[config.mk]
export PLATFORM = sky130hd
export DESIGN_NAME = placar_frota_flat
export DESIGN_NICKNAME = d
export VERILOG_FILES = /design/src/rtl/placar_frota_pkg.sv /design/src/rtl/placar_frota_if.sv /design/src/rtl/placar_frota.sv /design/src/flat_wrapper.sv
export SDC_FILE = /design/constraint.sdc
export NUM_CORES = 1
export LEC_CHECK = 0
export CAP_MARGIN = 20
export CORE_AREA = 5 5 77 133
export DETAILED_ROUTE_END_ITERATION = 8
export DIE_AREA = 0 0 82 138
export DONT_BUFFER_PORTS = 1
export GPL_TIMING_DRIVEN = 0
export SYNTH_ARGS = -nofsm -noshare
export SYNTH_HDL_FRONTEND = slang
export SYNTH_SLANG_ARGS = --single-unit
[constraint.sdc]
create_clock -name clk -period 3.33 [get_ports clk]
set_input_delay 0.333 -clock clk [delete_from_list [all_inputs] [get_ports clk]]
set_output_delay 0.333 -clock clk [all_outputs]
set_load 0.01 [all_outputs]
[src/rtl/placar_frota_pkg.sv]
// Shared definitions for the naval-battle fleet scoreboard: ship classes,
// scan states and word helpers.
package batalha_pkg;

  localparam int N_SUBMARINO    = 5;
  localparam int N_CRUZADOR     = 2;
  localparam int N_HIDROAVIAO   = 2;
  localparam int N_ENCOURACADO  = 1;
  localparam int N_PORTA_AVIOES = 1;

  localparam int V_SUBMARINO    = 1;
  localparam int V_CRUZADOR     = 2;
  localparam int V_HIDROAVIAO   = 3;
  localparam int V_ENCOURACADO  = 4;
  localparam int V_PORTA_AVIOES = 5;

  // Widest memory word the sunk test can inspect; narrower words are zero-extended.
  localparam int MAX_DATA_W = 128;

  typedef enum logic [1:0] {
    IDLE,
    VARRE,
    DRENA
  } estado_t;

  // Ships are stored in class order, so the index alone determines the value.
  function automatic logic [2:0] valor_navio(input int unsigned idx);
    int unsigned lim;
    lim = N_SUBMARINO;
    if (idx < lim) return 3'(V_SUBMARINO);
    lim += N_CRUZADOR;
    if (idx < lim) return 3'(V_CRUZADOR);
    lim += N_HIDROAVIAO;
    if (idx < lim) return 3'(V_HIDROAVIAO);
    lim += N_ENCOURACADO;
    if (idx < lim) return 3'(V_ENCOURACADO);
    lim += N_PORTA_AVIOES;
    if (idx < lim) return 3'(V_PORTA_AVIOES);
    return 3'd0;
  endfunction

  function automatic logic afundado(input logic [MAX_DATA_W-1:0] word,
                                    input int msb, input int w);
    logic r;
    r = 1'b1;
    for (int i = 0; i < MAX_DATA_W; i++) begin
      if (i <= msb && i > msb - w && word[i]) r = 1'b0;
    end
    return r;
  endfunction

endpackage

[src/rtl/placar_frota_if.sv]
// Control and memory-port bundle between the game FSM, the coordinate RAMs
// and the fleet scoreboard.
interface placar_frota_if #(
  parameter int NUM_JOGADORES = 2,
  parameter int NUM_NAVIOS    = 11,
  parameter int DATA_W        = 64,
  parameter int PONTOS_W      = 6
);
  localparam int JOG_W  = (NUM_JOGADORES > 1) ? $clog2(NUM_JOGADORES) : 1;
  localparam int ADDR_W = $clog2(NUM_NAVIOS);
  localparam int CNT_W  = $clog2(NUM_NAVIOS + 1);

  logic                              iniciar;
  logic [JOG_W-1:0]                  jogador;
  logic [JOG_W-1:0]                  mem_jogador;
  logic [ADDR_W-1:0]                 mem_addr;
  logic                              mem_rd;
  logic [DATA_W-1:0]                 mem_dado;
  logic                              ocupado;
  logic                              pronto;
  logic [NUM_JOGADORES*CNT_W-1:0]    restantes;
  logic [NUM_JOGADORES*PONTOS_W-1:0] pontos;
  logic [CNT_W-1:0]                  novos_afundados;
  logic [NUM_JOGADORES-1:0]          frota_destruida;

  modport slave (
    input  iniciar, jogador, mem_dado,
    output mem_jogador, mem_addr, mem_rd, ocupado, pronto,
           restantes, pontos, novos_afundados, frota_destruida
  );

  modport master (
    output iniciar, jogador, mem_dado,
    input  mem_jogador, mem_addr, mem_rd, ocupado, pronto,
           restantes, pontos, novos_afundados, frota_destruida
  );
endinterface

[src/rtl/placar_frota.sv]
// Fleet scoreboard: scans one player's ship RAM on request and republishes
// remaining ships, points against the fleet and ships sunk since last scan.
module placar_frota
  import batalha_pkg::*;
#(
  parameter int NUM_JOGADORES = 2,
  parameter int NUM_NAVIOS    = 11,
  parameter int DATA_W        = 64,
  parameter int COORD_MSB     = 42,
  parameter int COORD_W       = 40,
  parameter int PONTOS_W      = 6
) (
  input logic clk,
  input logic reset,
  placar_frota_if.slave bus
);

  localparam int JOG_W   = (NUM_JOGADORES > 1) ? $clog2(NUM_JOGADORES) : 1;
  localparam int ADDR_W  = $clog2(NUM_NAVIOS);
  localparam int CNT_W   = $clog2(NUM_NAVIOS + 1);
  localparam int SUM_W   = CNT_W + 3;
  localparam int PTS_MAX = (1 << PONTOS_W) - 1;

  estado_t                           r_estado;
  logic [JOG_W-1:0]                  r_jog;
  logic [ADDR_W-1:0]                 r_addr;
  logic                              r_rd;
  logic [ADDR_W-1:0]                 r_addrD;
  logic                              r_rdD;
  logic [CNT_W-1:0]                  r_afund;
  logic [SUM_W-1:0]                  r_soma;
  logic                              r_ocupado;
  logic                              r_pronto;
  logic [NUM_JOGADORES*CNT_W-1:0]    r_restantes;
  logic [NUM_JOGADORES*PONTOS_W-1:0] r_pontos;
  logic [CNT_W-1:0]                  r_novos;
  logic [NUM_JOGADORES-1:0]          r_frota;

  logic [MAX_DATA_W-1:0] w_dadoExt;
  logic                  w_jogValido;
  logic                  w_conta;
  logic [CNT_W-1:0]      w_afundTot;
  logic [SUM_W-1:0]      w_somaTot;
  logic [CNT_W-1:0]      w_restNovo;
  logic [CNT_W-1:0]      w_restVelho;
  logic [PONTOS_W-1:0]   w_pontosNovo;

  assign w_dadoExt   = MAX_DATA_W'(bus.mem_dado);
  assign w_jogValido = {1'b0, bus.jogador} < (JOG_W + 1)'(NUM_JOGADORES);

  // The word on mem_dado belongs to last cycle's address, hence the delayed qualifier.
  assign w_conta     = r_rdD && afundado(w_dadoExt, COORD_MSB, COORD_W);
  assign w_afundTot  = r_afund + CNT_W'(w_conta);
  assign w_somaTot   = r_soma + (w_conta ? SUM_W'(valor_navio(32'(r_addrD))) : '0);
  assign w_restNovo  = CNT_W'(NUM_NAVIOS) - w_afundTot;
  assign w_restVelho = r_restantes[int'(r_jog)*CNT_W +: CNT_W];

  always_comb begin
    w_pontosNovo = PONTOS_W'(w_somaTot);
    if (32'(w_somaTot) > PTS_MAX) w_pontosNovo = PONTOS_W'(PTS_MAX);
  end

  always_ff @(posedge clk) begin
    if (!reset) begin
      r_estado    <= IDLE;
      r_jog       <= '0;
      r_addr      <= '0;
      r_rd        <= 1'b0;
      r_addrD     <= '0;
      r_rdD       <= 1'b0;
      r_afund     <= '0;
      r_soma      <= '0;
      r_ocupado   <= 1'b0;
      r_pronto    <= 1'b0;
      r_restantes <= {NUM_JOGADORES{CNT_W'(NUM_NAVIOS)}};
      r_pontos    <= '0;
      r_novos     <= '0;
      r_frota     <= '0;
    end else begin
      r_pronto <= 1'b0;
      r_addrD  <= r_addr;
      r_rdD    <= r_rd;
      if (w_conta) begin
        r_afund <= w_afundTot;
        r_soma  <= w_somaTot;
      end
      case (r_estado)
        IDLE: begin
          if (bus.iniciar && w_jogValido) begin
            r_jog     <= bus.jogador;
            r_afund   <= '0;
            r_soma    <= '0;
            r_addr    <= '0;
            r_rd      <= 1'b1;
            r_ocupado <= 1'b1;
            r_estado  <= VARRE;
          end
        end
        VARRE: begin
          if (r_addr == ADDR_W'(NUM_NAVIOS - 1)) begin
            r_rd     <= 1'b0;
            r_estado <= DRENA;
          end else begin
            r_addr <= r_addr + 1'b1;
          end
        end
        DRENA: begin
          for (int p = 0; p < NUM_JOGADORES; p++) begin
            if (JOG_W'(p) == r_jog) begin
              r_restantes[p*CNT_W +: CNT_W]       <= w_restNovo;
              r_pontos[p*PONTOS_W +: PONTOS_W]    <= w_pontosNovo;
              r_frota[p]                          <= (w_restNovo == '0);
            end
          end
          // A ship that reappears in RAM must not produce a negative delta.
          r_novos   <= (w_restNovo > w_restVelho) ? '0 : (w_restVelho - w_restNovo);
          r_ocupado <= 1'b0;
          r_pronto  <= 1'b1;
          r_estado  <= IDLE;
        end
        default: r_estado <= IDLE;
      endcase
    end
  end

  assign bus.mem_jogador     = r_jog;
  assign bus.mem_addr        = r_addr;
  assign bus.mem_rd          = r_rd;
  assign bus.ocupado         = r_ocupado;
  assign bus.pronto          = r_pronto;
  assign bus.restantes       = r_restantes;
  assign bus.pontos          = r_pontos;
  assign bus.novos_afundados = r_novos;
  assign bus.frota_destruida = r_frota;

endmodule

[src/flat_wrapper.sv]
// flat-port wrapper written by rule: the top's interface ports become plain ports
module placar_frota_flat import batalha_pkg::*;
#(
  parameter int NUM_JOGADORES = 2,
  parameter int NUM_NAVIOS    = 11,
  parameter int DATA_W        = 64,
  parameter int COORD_MSB     = 42,
  parameter int COORD_W       = 40,
  parameter int PONTOS_W      = 6
)
  (clk, reset, bus_iniciar, bus_jogador, bus_mem_dado, bus_mem_jogador, bus_mem_addr, bus_mem_rd, bus_ocupado, bus_pronto, bus_restantes, bus_pontos, bus_novos_afundados, bus_frota_destruida);
  placar_frota_if #(.NUM_JOGADORES(NUM_JOGADORES), .NUM_NAVIOS(NUM_NAVIOS), .DATA_W(DATA_W), .PONTOS_W(PONTOS_W)) bus_i ();
  input logic clk;
  input logic reset;
  input wire logic [$bits(bus_i.iniciar)-1:0] bus_iniciar;
  input wire logic [$bits(bus_i.jogador)-1:0] bus_jogador;
  input wire logic [$bits(bus_i.mem_dado)-1:0] bus_mem_dado;
  output wire logic [$bits(bus_i.mem_jogador)-1:0] bus_mem_jogador;
  output wire logic [$bits(bus_i.mem_addr)-1:0] bus_mem_addr;
  output wire logic [$bits(bus_i.mem_rd)-1:0] bus_mem_rd;
  output wire logic [$bits(bus_i.ocupado)-1:0] bus_ocupado;
  output wire logic [$bits(bus_i.pronto)-1:0] bus_pronto;
  output wire logic [$bits(bus_i.restantes)-1:0] bus_restantes;
  output wire logic [$bits(bus_i.pontos)-1:0] bus_pontos;
  output wire logic [$bits(bus_i.novos_afundados)-1:0] bus_novos_afundados;
  output wire logic [$bits(bus_i.frota_destruida)-1:0] bus_frota_destruida;
  assign bus_i.iniciar = bus_iniciar;
  assign bus_i.jogador = bus_jogador;
  assign bus_i.mem_dado = bus_mem_dado;
  assign bus_mem_jogador = bus_i.mem_jogador;
  assign bus_mem_addr = bus_i.mem_addr;
  assign bus_mem_rd = bus_i.mem_rd;
  assign bus_ocupado = bus_i.ocupado;
  assign bus_pronto = bus_i.pronto;
  assign bus_restantes = bus_i.restantes;
  assign bus_pontos = bus_i.pontos;
  assign bus_novos_afundados = bus_i.novos_afundados;
  assign bus_frota_destruida = bus_i.frota_destruida;
  placar_frota #(.NUM_JOGADORES(NUM_JOGADORES), .NUM_NAVIOS(NUM_NAVIOS), .DATA_W(DATA_W), .COORD_MSB(COORD_MSB), .COORD_W(COORD_W), .PONTOS_W(PONTOS_W)) u_core (.clk(clk), .reset(reset), .bus(bus_i));
endmodule
==> results.yml <==
synth:
  ys_seq_area_frac: 0.394
  synth_edf_count: 0
  synthAdderAreaFrac: 0.0720
  synth_flop_cell: "dfxtp_1"
  synth_top_cell_by_area: "dfxtp_1"
  syn_area_mm2: 0.00264
  netlist.area_leader.share: 0.394
  synth.area.mux_share: 0.0587
  yosysWarnings: 0
  synthArstFlopShare: 0
  syn_area_per_cell_um2: 9.72
  synth_nets: 354
  synth_top_family_by_area: "simple AND/OR/NAND/NOR gates"
  synth_xor_area_frac: 0.0365
  ys_seq_elements: 52
  syn_inst: 272
  synthTopCellsByArea: "dfxtp_1, ha_1, nor4_4, mux2i_1, nand2_1"
  synth_compound_area_frac: 0.139
  yosysUniqueCellTypes: 51
  synth_simple_gate_area_frac: 0.270
sta:
  max_slew_margin: 0.546
  drv_slew: 0
  fin_crit_ps: 3160
  post-route-period-util: 0.949
  fin_skew_ps: 7.31
  timing.final.hold_violations: 0
  fmax_ghz: 0.316
  final-setup-viol-count: 0
  timing.hold.ws_ps: 193
  rsz0062_at_grt: "no"
  worstMarginPinSlew_ps: 679
routing:
  drt_drc_violations_left: 0
  dr.pass1.iters: 4
  vias: 2058
  wl_per_cell_um: 16.8
  viasPerCell: 5.15
  drt_iter0_drc: 61
  drt_wl_total_mm: 6.73
  ant_nets: 0
setup_path:
  path_cells: "nor4_1 -> nand3_2 -> nor3_4 -> ha_1 -> ha_1 -> xnor2_1 -> ha_1 -> inv_1 -> ha_1 -> or3_1 -> a32o_1"
  slowest_stage: "nor4_1"
  cp.arrival_ps: 3350
  worst-path-buf-inv: 1
  slowest_delay_ps: 410
  startpoint_type: "primary input"
  path_common_cell: "ha_1"
  cp_top_family: "simple AND/OR/NAND/NOR gates"
  cp_max_fo: 9
  worst_setup_path_end_kind: "flop"
  critPathRequiredTime_ps: 3520
  critPathKind: "primary input to flop"
die:
  die_area_mm2: 0.0113
  die_y_um: 138
  core_area_mm2: 0.00898
  initial_core_util: 0.294
  die_w_um: 82
  row_count: 46
  io_pins: 102
clock_tree:
  cts.root.buffer_cell: "clkbuf_16"
  htreeDepth: 2
  clk_path_buf_depth: 2
  clk_latency_ps: 290
  post_cts_buffers: 0
  cts_buffers: 5
  clk_pin_slew_ps: 70
  cts_tree: "yes"
  cts_sinks: 52
grt:
  grt_overflow: 0
  grt_max_degree: 17
  grt_pass1_vias: 2056
  grtUsageTotal: 0.120
  grt_pass1_wl_mm: 10.4
  antenna_found_initial: 0
placed_design:
  dp_hpwl_mm: 5.36
  place_congestion: 0.776
  io_buffers: 0
pwr:
  p_leak_nw: 1.12
  total_power_mw: 1.43
  ir_drop_uv: 253
  powerDensity_mw_per_mm2: 473
min_path:
  hp-class: "primary input to flop"
outcome:
  status: "complete, no violations"
cells_and_area:
  area_growth_syn_to_layout_pct: 14.2
  antenna_cells: 0
  final_nets: 361
  drive_gt1_frac: 0.111
flow_run:
  maxCapViolCount: 0
## power by group
group          switching [mW]  internal, mW
registers             0.00672         0.627
clock network           0.236         0.507
logic                  0.0308        0.0201
total                   0.273          1.15
## final timing paths
| check | start | slack, ps | cells past startpoint | endpoint |
|---|---|---|---|---|
| max | bus_mem_dado[25] | 170 | 11 | u_core.bus.novos_afundados[3] |
| min | bus_jogador | 190 | 2 | u_core.bus.mem_jogador |
| max reg2reg | u_core.r_rdD | 210 | 11 | u_core.bus.novos_afundados[3] |
| min reg2reg | u_core.r_soma[0] | 480 | 2 | u_core.r_soma[0] |
## per-stage QoR
step / setup WS (ps) / TNS (ps) / instance area, um^2 / utilization / std cells
floorplan: 355 / 0 / 2640 / - / 272
global placement: -133 / -1360 / 2790 / 0.311 / 392
detailed placement: -168 / -1670 / 2790 / 0.311 / 392
CTS: 38.2 / 0 / 3010 / 0.335 / 400
global route: 5.14 / 0 / 3020 / 0.336 / 400
finish: 168 / 0 / 3020 / 0.336 / 400
## routing by layer
metal	routed length, um	up-vias	track usage
met1	2450	974	0.122
li1	-	1014	-
met2	3860	63	0.225
met4	125	0	0.0525
met5	0	-	0
met3	294	7	0.0221
## cells in the mapped netlist, drive strengths merged (7+ instances only)
master	count
dfxtp	52
nand2	23
nor2	17
o21ai	17
nor4	15
a31oi	13
ha	12
mux2i	11
inv	9
a21oi	7
or3	7
xor2	7
## sequential cells by signal, indices dropped and copies added, names as in the netlist
signal                      flops
u_core.bus.mem_jogador          1
u_core.r_estado                 2
u_core.r_rdD                    1
u_core.bus.mem_addr             4
u_core.bus.frota_destruida      2
u_core.r_soma                   7
u_core.bus.mem_rd               1
u_core.bus.ocupado              1
u_core.r_addrD                  4
u_core.bus.pontos              12
u_core.bus.restantes            8
u_core.bus.pronto               1
u_core.bus.novos_afundados      4
u_core.r_afund                  4
## repair_timing
action / in CTS / in global routing
setup endpoints to repair: 2 / 13
pin swaps: 0 / 2
hold buffers: 0 / 0
resized for setup: 1 / 3
## placed cells by master (no fill, tap or decap), types with 2 or more instances in the layout
cell type and n:
mux2i_1 11, nand3_1 2, nand2b_1 2, o21a_1 2, nor2_1 17, nor4_1 8
inv_1 9, a211oi_1 3, nor3b_1 2, bufinv_16 3, o211ai_1 6, fa_1 2
nand2_1 23, a21o_1 2, or3_1 7, and2_1 4, nor4_4 6, clkbuf_1 5
and3_1 3, a31oi_1 13, nand4_4 2, xor2_1 7, clkbuf_16 5, ha_1 12
nor2b_1 3, o21ai_0 17, dfxtp_1 52, and4b_1 2, nand3b_1 2, buf_2 4
nand4_1 3, xnor2_1 4, nor3_1 4, a22o_1 2, o31ai_1 2, a21oi_1 7
mux2_2 4, and2b_1 2
## cells by family (layout without fill, tap and decap cells)
logic type / count (synthesis) / count (layout)
buffers and inverters: 20 / 28
flip-flops: 52 / 52
multiplexers: 15 / 15
AND/OR/NAND/NOR: 102 / 102
adder cells (fa/ha/maj): 14 / 14
AO/OA/AOI/OAI: 58 / 58
XOR/XNOR: 11 / 11
## layout make-up
class | instances | area [um^2]
Multi-Input combinational cell | 200 | 1530
Clock buffer | 5 | 125
Buffer | 10 | 46.3
Inverter | 10 | 37.5
Fill cell | 945 | 5960
Tap cell | 120 | 150
Sequential cell | 52 | 1040
Clock inverter | 3 | 90.1
(Power assumes the default switching activity.)
